===== src/rtl/ahb_pkg.sv =====
// AHB-Lite encodings and the address-phase bundle shared by the arbiter and its hold stages.
package ahb_pkg;

  typedef enum logic [1:0] {
    HTRANS_IDLE   = 2'b00,
    HTRANS_BUSY   = 2'b01,
    HTRANS_NONSEQ = 2'b10,
    HTRANS_SEQ    = 2'b11
  } htrans_e;

  typedef enum logic {
    HRESP_OKAY  = 1'b0,
    HRESP_ERROR = 1'b1
  } hresp_e;

  typedef struct packed {
    logic [1:0]  trans;
    logic [31:0] addr;
    logic        write;
    logic [2:0]  size;
    logic [3:0]  prot;
  } ahb_addr_t;

endpackage


===== src/rtl/ahb_lite_hold_stage.sv =====
// Per-master holding stage: captures an address phase that was not accepted and
// replays it to the arbiter until it is.
module ahb_lite_hold_stage
  import ahb_pkg::*;
(
  input  logic      i_clk,
  input  logic      i_rst_n,
  input  ahb_addr_t i_live,
  input  logic      i_hready_m,
  input  logic      i_accept,
  output logic      o_req,
  output logic      o_hold_valid,
  output ahb_addr_t o_src
);

  logic      r_hold_valid;
  ahb_addr_t r_hold;
  logic      w_live_req;

  assign w_live_req = i_live.trans[1] & i_hready_m;

  always_ff @(posedge i_clk or negedge i_rst_n) begin
    if (!i_rst_n) begin
      r_hold_valid <= 1'b0;
      r_hold       <= '0;
    end else if (r_hold_valid) begin
      if (i_accept) r_hold_valid <= 1'b0;
    end else if (w_live_req && !i_accept) begin
      r_hold_valid <= 1'b1;
      r_hold       <= i_live;
    end
  end

  assign o_src        = r_hold_valid ? r_hold : i_live;
  assign o_req        = r_hold_valid | w_live_req;
  assign o_hold_valid = r_hold_valid;

endmodule


===== src/rtl/ahb_lite_arbiter2.sv =====
// Two-master AHB-Lite arbiter in front of a single slave; zero added latency when
// uncontended, losers are captured in a hold stage and wait-stated.
module ahb_lite_arbiter2
  import ahb_pkg::*;
#(
  parameter bit ROUND_ROBIN = 1'b1,
  parameter bit BURST_LOCK  = 1'b1
) (
  input  logic        HCLK,
  input  logic        HRESETn,
  input  logic [1:0]  HTRANS_M0,
  input  logic [1:0]  HTRANS_M1,
  input  logic [31:0] HADDR_M0,
  input  logic [31:0] HADDR_M1,
  input  logic        HWRITE_M0,
  input  logic        HWRITE_M1,
  input  logic [2:0]  HSIZE_M0,
  input  logic [2:0]  HSIZE_M1,
  input  logic [3:0]  HPROT_M0,
  input  logic [3:0]  HPROT_M1,
  input  logic [31:0] HWDATA_M0,
  input  logic [31:0] HWDATA_M1,
  output logic        HREADY_M0,
  output logic        HREADY_M1,
  output logic [31:0] HRDATA_M0,
  output logic [31:0] HRDATA_M1,
  output logic        HRESP_M0,
  output logic        HRESP_M1,
  output logic        HSEL_S,
  output logic [31:0] HADDR_S,
  output logic [1:0]  HTRANS_S,
  output logic        HWRITE_S,
  output logic [2:0]  HSIZE_S,
  output logic [3:0]  HPROT_S,
  output logic [31:0] HWDATA_S,
  output logic        HREADY_S,
  input  logic        HREADYOUT_S,
  input  logic [31:0] HRDATA_S,
  input  logic        HRESP_S
);

  ahb_addr_t [1:0] w_live;
  ahb_addr_t [1:0] w_src;
  logic      [1:0] w_req;
  logic      [1:0] w_hold_valid;
  logic      [1:0] w_accept;
  logic      [1:0] w_hready_m;
  logic            w_arb;
  logic            w_gnt;

  logic r_gnt;
  logic r_last_grant;
  logic r_dp_valid;
  logic r_dp_owner;
  logic r_lock;

  assign w_live[0] = '{trans: HTRANS_M0, addr: HADDR_M0, write: HWRITE_M0,
                       size: HSIZE_M0, prot: HPROT_M0};
  assign w_live[1] = '{trans: HTRANS_M1, addr: HADDR_M1, write: HWRITE_M1,
                       size: HSIZE_M1, prot: HPROT_M1};

  assign w_hready_m[0] = (r_dp_valid && !r_dp_owner) ? HREADYOUT_S : !w_hold_valid[0];
  assign w_hready_m[1] = (r_dp_valid &&  r_dp_owner) ? HREADYOUT_S : !w_hold_valid[1];

  ahb_lite_hold_stage u_hold_m0 (
    .i_clk        (HCLK),
    .i_rst_n      (HRESETn),
    .i_live       (w_live[0]),
    .i_hready_m   (w_hready_m[0]),
    .i_accept     (w_accept[0]),
    .o_req        (w_req[0]),
    .o_hold_valid (w_hold_valid[0]),
    .o_src        (w_src[0])
  );

  ahb_lite_hold_stage u_hold_m1 (
    .i_clk        (HCLK),
    .i_rst_n      (HRESETn),
    .i_live       (w_live[1]),
    .i_hready_m   (w_hready_m[1]),
    .i_accept     (w_accept[1]),
    .o_req        (w_req[1]),
    .o_hold_valid (w_hold_valid[1]),
    .o_src        (w_src[1])
  );

  always_comb begin
    w_arb = r_last_grant;
    if (r_lock && w_req[r_last_grant] && (w_src[r_last_grant].trans == HTRANS_SEQ))
      w_arb = r_last_grant;
    else if (w_req == 2'b01)
      w_arb = 1'b0;
    else if (w_req == 2'b10)
      w_arb = 1'b1;
    else if (w_req == 2'b11)
      w_arb = ROUND_ROBIN ? ~r_last_grant : 1'b0;
  end

  // While the slave stalls, keep presenting the grant chosen in the last ready cycle
  assign w_gnt = HREADYOUT_S ? w_arb : r_gnt;

  assign w_accept[0] = HREADYOUT_S & w_req[0] & (w_gnt == 1'b0);
  assign w_accept[1] = HREADYOUT_S & w_req[1] & (w_gnt == 1'b1);

  always_ff @(posedge HCLK or negedge HRESETn) begin
    if (!HRESETn) begin
      r_gnt        <= 1'b0;
      r_last_grant <= 1'b1;
      r_dp_valid   <= 1'b0;
      r_dp_owner   <= 1'b0;
      r_lock       <= 1'b0;
    end else begin
      r_gnt <= w_gnt;
      if (HREADYOUT_S) begin
        r_dp_valid <= w_req[w_gnt];
        r_lock     <= BURST_LOCK & w_req[w_gnt];
        if (w_req[w_gnt]) begin
          r_dp_owner   <= w_gnt;
          r_last_grant <= w_gnt;
        end
      end
    end
  end

  assign HTRANS_S = (!HRESETn || (HREADYOUT_S && !w_req[w_gnt])) ? HTRANS_IDLE
                                                                  : w_src[w_gnt].trans;
  assign HSEL_S   = HTRANS_S[1];
  assign HADDR_S  = w_src[w_gnt].addr;
  assign HWRITE_S = w_src[w_gnt].write;
  assign HSIZE_S  = w_src[w_gnt].size;
  assign HPROT_S  = w_src[w_gnt].prot;
  assign HREADY_S = HREADYOUT_S;
  assign HWDATA_S = r_dp_owner ? HWDATA_M1 : HWDATA_M0;

  assign HREADY_M0 = w_hready_m[0];
  assign HREADY_M1 = w_hready_m[1];
  assign HRDATA_M0 = (r_dp_valid && !r_dp_owner) ? HRDATA_S : '0;
  assign HRDATA_M1 = (r_dp_valid &&  r_dp_owner) ? HRDATA_S : '0;
  assign HRESP_M0  = (r_dp_valid && !r_dp_owner) ? HRESP_S : HRESP_OKAY;
  assign HRESP_M1  = (r_dp_valid &&  r_dp_owner) ? HRESP_S : HRESP_OKAY;

endmodule

===== config.mk =====
export PLATFORM = sky130hd
export DESIGN_NAME = ahb_lite_arbiter2
export DESIGN_NICKNAME = d
export VERILOG_FILES = /design/src/rtl/ahb_pkg.sv /design/src/rtl/ahb_lite_hold_stage.sv /design/src/rtl/ahb_lite_arbiter2.sv
export SDC_FILE = /design/constraint.sdc
export NUM_CORES = 1
export LEC_CHECK = 0
export CAP_MARGIN = 20
export CELL_PAD_IN_SITES_DETAIL_PLACEMENT = 1
export CELL_PAD_IN_SITES_GLOBAL_PLACEMENT = 1
export CORE_MARGIN = 10
export CORE_UTILIZATION = 29
export CTS_BUF_LIST = sky130_fd_sc_hd__clkbuf_4
export DETAILED_ROUTE_END_ITERATION = 10
export GPL_TIMING_DRIVEN = 0
export PLACE_DENSITY = 0.89
export REMOVE_ABC_BUFFERS = 1
export SLEW_MARGIN = 0
export SYNTH_ARGS = -nofsm -noshare
export SYNTH_HDL_FRONTEND = slang
export SYNTH_SLANG_ARGS = --single-unit

===== constraint.sdc =====
create_clock -name HCLK -period 3.2 [get_ports HCLK]
set_clock_uncertainty 0.05 [all_clocks]
set_input_delay 0.48 -clock HCLK [delete_from_list [all_inputs] [get_ports HCLK]]
set_output_delay 0.48 -clock HCLK [all_outputs]
set_load 0.01 [all_outputs]

After elaboration in Yosys (flattened, before gate mapping)
Cells that the tools add are included.
- flip-flop bits (word level): 90
- input bits: 184
- output and inout port bits: 144
- logic and storage cells: 81
- $lt $le $gt $ge: 2
- eq/ne operators: 4
- mux-type cells: 29
- bitwise gates (word level): 12
- reduce and logical (&&, ||, !) cells: 18
- operators with widths (kind ; number):
    $mux W42 ; 6
    $mux W32 ; 3
    $mux W1 ; 19
    $logic_and A1 B1 Y1 ; 7
    $logic_not A1 Y1 ; 7
    $and A1 B1 Y1 ; 6
    $eq A2 B2 Y1 const B ; 3
    $reduce_and A2 Y1 ; 3
    $lt A1 B2 Y1 const B ; 2
    $not A1 Y1 ; 4
    $eq A2 B1 Y1 const B ; 1
    $mux W2 ; 1
    $or A1 B1 Y1 ; 2
    $logic_or A1 B1 Y1 ; 1

Longest topological paths before layout
- depth in word-level cells: 17
- mapped depth: 8
- depth with buffers taken out: 5

Cells and area by module
From an unflattened synthesis, not the netlist that was laid out.
- cell total of the unflattened synthesis: 480
- area total of the unflattened synthesis: 6317.3 µm²
- by module, submodules not included (module ; times used ; cells each ; area an instance (µm²) ; sequential area each (µm²)):
    ahb_lite_hold_stage ; 2 ; 140 ; 2324.7 ; 1076.0
    ahb_lite_arbiter2 ; 1 ; 200 ; 1667.8 ; 101.3

Least setup slack after synthesis
No wires, ideal clock.
- path type: in2out
- from: in HREADYOUT_S
- to: out HTRANS_S[1]
- data arrival time: 2230 ps
- required time: 2670 ps
- setup slack: 440 ps
- stages on the path: 7
- path buffers: 4
- cells stage by stage: clkbuf_1 -> o311ai_0 -> o32a_1 -> buf_4 -> buf_4 -> a211oi_1 -> buf_4
- longest elaborated chain between the ends: 15
- elaborated cells between the ends (all ways): 26
- classes of those cells: eq/ne: 3; mux: 14; bitwise: 4; reduce/logical: 5
- ends and longest elaborated chain (what ; line ; RTL):
    start, declared ; ahb_lite_arbiter2.sv:37 ; input logic HREADYOUT_S,
    $mux W1 (on tied branches) ; ahb_lite_arbiter2.sv:62, ahb_lite_arbiter2.sv:63 ;
    $and A1 B1 Y1 ; ahb_lite_hold_stage.sv:20 ; assign w_live_req = i_live.trans[1] & i_hready_m;
    $or A1 B1 Y1 ; ahb_lite_hold_stage.sv:35 ; assign o_req = r_hold_valid | w_live_req;
    $eq A2 B2 Y1 or $mux W1 (tied branches) ; ahb_lite_arbiter2.sv:95, ahb_lite_arbiter2.sv:89 ;
    $mux W1 (on tied branches) ; ahb_lite_arbiter2.sv:95, ahb_lite_arbiter2.sv:89 ;
    $mux W1 or $logic_and A1 B1 Y1 (tied branches) ; ahb_lite_arbiter2.sv:93, ahb_lite_arbiter2.sv:89 ;
    $mux W1 or $logic_and A1 B1 Y1 (tied branches) ; ahb_lite_arbiter2.sv:91, ahb_lite_arbiter2.sv:89 ;
    $mux W1 ; ahb_lite_arbiter2.sv:89 ; if (r_lock && w_req[r_last_grant] && (w_src[r_last_grant].trans == HTRANS_SEQ))
    $mux W1 ; ahb_lite_arbiter2.sv:100 ; assign w_gnt = HREADYOUT_S ? w_arb : r_gnt;
    $mux W1 (implied by the code) (2 in series) ; ahb_lite_arbiter2.sv:125 ; assign HTRANS_S = (!HRESETn || (HREADYOUT_S && !w_req[w_gnt])) ? HTRANS_IDLE
    $logic_not A1 Y1 ; ahb_lite_arbiter2.sv:125 ;
    $logic_and A1 B1 Y1 ; ahb_lite_arbiter2.sv:125 ;
    $logic_or A1 B1 Y1 ; ahb_lite_arbiter2.sv:125 ;
    $mux W2 * ; ahb_lite_arbiter2.sv:125 ;
    end, declared ; ahb_lite_arbiter2.sv:31 ; output logic [1:0] HTRANS_S,
Mark *: on every way between the ends. The rest lies on a longest branch, timed or not. The select of a mux whose other input is x is not followed.

Final worst setup path
- from: reg u_hold_m0.r_hold_valid (netlist: u_hold_m0.o_hold_valid)
- to: out HADDR_S[26]
- longest elaborated chain between the ends: 12
- elaborated cells between the ends (all ways): 22
- classes of those cells: eq/ne: 4; mux: 13; bitwise: 2; reduce/logical: 3
- ends and longest elaborated chain (what ; line ; RTL):
    start, declared ; ahb_lite_hold_stage.sv:16 ; logic r_hold_valid;
    start signal, assigned ; ahb_lite_hold_stage.sv:24 ; r_hold_valid <= 1'b0;
    start signal, assigned ; ahb_lite_hold_stage.sv:27 ; if (i_accept) r_hold_valid <= 1'b0;
    start signal, assigned ; ahb_lite_hold_stage.sv:29 ; r_hold_valid <= 1'b1;
    $logic_not A1 Y1 ; ahb_lite_arbiter2.sv:62 ; assign w_hready_m[0] = (r_dp_valid && !r_dp_owner) ? HREADYOUT_S : !w_hold_valid[0];
    $mux W1 ; ahb_lite_arbiter2.sv:62 ;
    $and A1 B1 Y1 ; ahb_lite_hold_stage.sv:20 ;
    $or A1 B1 Y1 ; ahb_lite_hold_stage.sv:35 ;
    $eq A2 B2 Y1 or $mux W1 (tied branches) ; ahb_lite_arbiter2.sv:95, ahb_lite_arbiter2.sv:89 ;
    $mux W1 (on tied branches) ; ahb_lite_arbiter2.sv:95, ahb_lite_arbiter2.sv:89 ;
    $mux W1 or $logic_and A1 B1 Y1 (tied branches) ; ahb_lite_arbiter2.sv:93, ahb_lite_arbiter2.sv:89 ;
    $mux W1 or $logic_and A1 B1 Y1 (tied branches) ; ahb_lite_arbiter2.sv:91, ahb_lite_arbiter2.sv:89 ;
    $mux W1 ; ahb_lite_arbiter2.sv:89 ;
    $mux W1 ; ahb_lite_arbiter2.sv:100 ;
    $mux W42 * (2 in series) ; n/a ;
    end, declared ; ahb_lite_arbiter2.sv:30 ; output logic [31:0] HADDR_S,
Marks and branches as above.

==> out/qor.txt <==
Largest net degree at the start of global routing = 61
Die area = 26,100 µm²
Final net count = 1,043
Share of flip-flops with an asynchronous set or reset = 100%
Hold Fails Final Rpt = 0
Crit path capture type = output pin
DIE WIDTH = 162 µm
Arrival @ worst endpoint = 2.75 ns
Slowest stage delay, CP = 0.56 ns
Number of global-route vias before repair = 6,329
WP buf/inv = 4
Core ar. = 19,600 µm²
DR vias = 5,689
Crit path cell chain = buf_12 -> and3_4 -> a2111oi_4 -> o32a_4 -> buf_8 -> buf_12 -> a211oi_1 -> a21oi_1 -> buf_2
Slew HR = 55.9%
Seq. cell area = 2270 µm²
Final setup fails = 26
Post-route minimum period = 3.28 ns
Residual DRC = 0
Sequential fraction of the synthesis area = 38.7%
CTS max path bufs = 2
Slew Viols, Final = 0
Highest clock rate = 0.305 GHz
Critical path fanouts, max = 7
Final Non-Filler Cells = 1,133
CP Class = register to output pin
Delay-heaviest family, CP = compound AO/OA/AOI/OAI gates
Top-count cell post-synth = dfrtp_1
Synth area leaders = dfrtp_1 (38%), mux2_2 (15%), mux2_4 (10%)
Post-route design area = 10,100 µm²
First-pass DRT Iterations = 5
First-pass GRT wire length = 42,400 µm
Max rail drop VDD = 0.437 mV
Final cell utilization of the core = 51.5%
PortBufs = 327
Synth top area share = 38.3%
Critical Path Most Common Cell = buf_12
Post-route ant nets = 0
Yosys Warn Count = 0
Initial Utilization = 29.7%
Syn Std Cell Area = 5820 µm²
Wirelength, routed = 29,500 µm
Area of the multi-input gates = 3540 µm²
DP Area = 9400 µm²
LEAKAGE = 4.21 nW
Post-DR wirelength/cell = 26.1 µm
Clk slew on worst S/H paths = 0.17 ns
Worst min-delay path class = primary input to asynchronous set/reset pin
Setup_tns = -1.01 ns
Slowest-stage cell, CP = dfrtp_4
Rows = 51
Avg Inst Size Synth = 11.1 µm²
# fillers = 2,146
Clk_lat worst skew = 0.48 ns
Max-cap violation count = 0
Total gr overflow = 0
RSZ-0062 raised after global routing = true
Distinct cells, synth = 34
HPWL after DPL = 20,100 µm
Synth cell count leaders = dfrtp_1 (89), mux2_2 (75), a211oi_1 (44), a21oi_1 (44)
CTS tree = built
Startpoint class of the critical path = register
Cell taking the most area after synthesis = dfrtp_1
Failing checks = setup timing
Setup WS post-layout = -0.0795 ns
EDFF count, synth = 0
Clk sink count = 90
Period utilisation layout = 102%
Critical Path RT = 2.67 ns
H-tree Lvls = 3
Syn Inst Count = 526
Die Height = 162 µm
Worst setup path startpoint = u_hold_m0.o_hold_valid
Worst r2r src = u_hold_m0.o_hold_valid
Initial antenna violation count = 4
Tot GR Track Use = 21.1%
Ratio of cells with drive above 1 in the final layout = 31.0%
Status = complete, but fails checks
Area added between synthesis and finish = 73.5%
Worst slew pin tran = 0.659 ns
Drt via density = 5.02
Routability cong. = 0.852
Synthesized flop and latch total = 90
Main synth FF type = dfrtp_1
Ports = 328
Iteration-0 DRC count of the detailed router = 263
Placed insts = 1,079
Pwr dens = 933 nW/µm²
Root buf cell = clkbuf_4
CTS buffer count = 9
## kinds of logic (layout without fill, tap and decap cells)
logic type / Yosys count / in the layout / share of synthesized area [%]
muxes: 156 / 156 / 31.8
and+or+nand+nor: 132 / 132 / 13.8
AOI/OAI and AO/OA: 99 / 99 / 11.2
DFF: 90 / 90 / 38.7
buffers and inverters: 49 / 387 / 4.39
other: 0 / 4 / 0
## path summary, 6_finish.rpt
check / end / slack [ns] / cells after the start
worst max-delay path: HADDR_S[26] / -0.08 / 9
worst min-delay path: u_hold_m1.r_hold[28] / 0.42 / 2
worst max register to register: u_hold_m0.r_hold[3] / 0.30 / 9
worst min register to register: u_hold_m1.r_hold[33] / 0.48 / 1
max in group asynchronous: u_hold_m0.o_hold_valid / 2.00 / 3
min in group HCLK: u_hold_m1.r_hold[33] / 0.48 / 1
## power by group
part           switching [W]  internal (W)
Sequential          0.000439       0.00171
Combinational        0.00304       0.00351
Clock               0.000465      0.000257
## layer usage
| metal | GRT usage [%] | up-vias | wire, µm |
|---|---|---|---|
| li1 | - | 2582 | - |
| met1 | 23.2 | 2853 | 11500 |
| met2 | 38.8 | 220 | 15500 |
| met3 | 6.35 | 34 | 2010 |
| met4 | 4.76 | 0 | 535 |
| met5 | 0 | - | 0 |
## cells in the final DEF, fill, tap and decap left out, types with 2 or more instances in the layout
cell type and count:
clkdlybuf4s50_1 282, dfrtp_1 85, mux2_2 75, mux2i_1 42, nor2b_1 41, mux2_4 39, buf_2 37, a21oi_1 36
and2_1 34, and3_1 33, a211oi_2 24, a211oi_1 18, buf_4 13, buf_12 12, clkbuf_4 10, nand2_1 8
a21oi_2 8, buf_6 8, buf_16 7, diode_2 4, clkbuf_2 4, o21a_1 3, inv_6 3, clkbuf_16 3
dfrtp_4 3, nor2b_4 2, nand3_1 2, a211oi_4 2, nor2_1 2, nand2b_1 2, o21ai_0 2
## through the flow
| step | power [W] | setup slack, ns | hold slack [ns] |
|---|---|---|---|
| 2_1_floorplan | 0.00501 | -2.22 | 0.134 |
| 3_3_place_gp | 0.00767 | -4.79 | 0.422 |
| 3_5_place_dp | 0.00795 | -0.916 | 0.420 |
| 4_1_cts | 0.00913 | -0.0606 | 0.392 |
| 5_1_grt | 0.00999 | -0.190 | 0.411 |
| 6_report | 0.00942 | -0.0795 | 0.417 |
## registers in the layout, summed over array words and instances, names as in the netlist
register,flops
u_hold_m1.o_hold_valid,1
r_dp_owner,1
r_lock,1
r_last_grant,1
u_hold_m1.r_hold,42
r_gnt,1
u_hold_m0.r_hold,42
u_hold_m0.o_hold_valid,1
## area by class of cell
cell class | instances | area share (%)
tap | 265 | 3.29
clock inverter | 6 | 0.719
timing repair buffer | 370 | 37.6
inverter | 1 | 0.0372
antenna | 4 | 0.0992
sequential | 90 | 22.5
multi-input combinational | 387 | 35.1
clock buffer | 10 | 0.744
## what timing repair did
item | CTS | global route
hold buffers | 1 | 0
hold endpoints to repair | 29 | 0
buffers inserted | 17 | 10
endpoints found under the setup margin | 151 | 42
pin swaps | 2 | 12
gates cloned | 4 | 4
gates resized for setup | 152 | 77
Power figures use the tool's default switching activity.
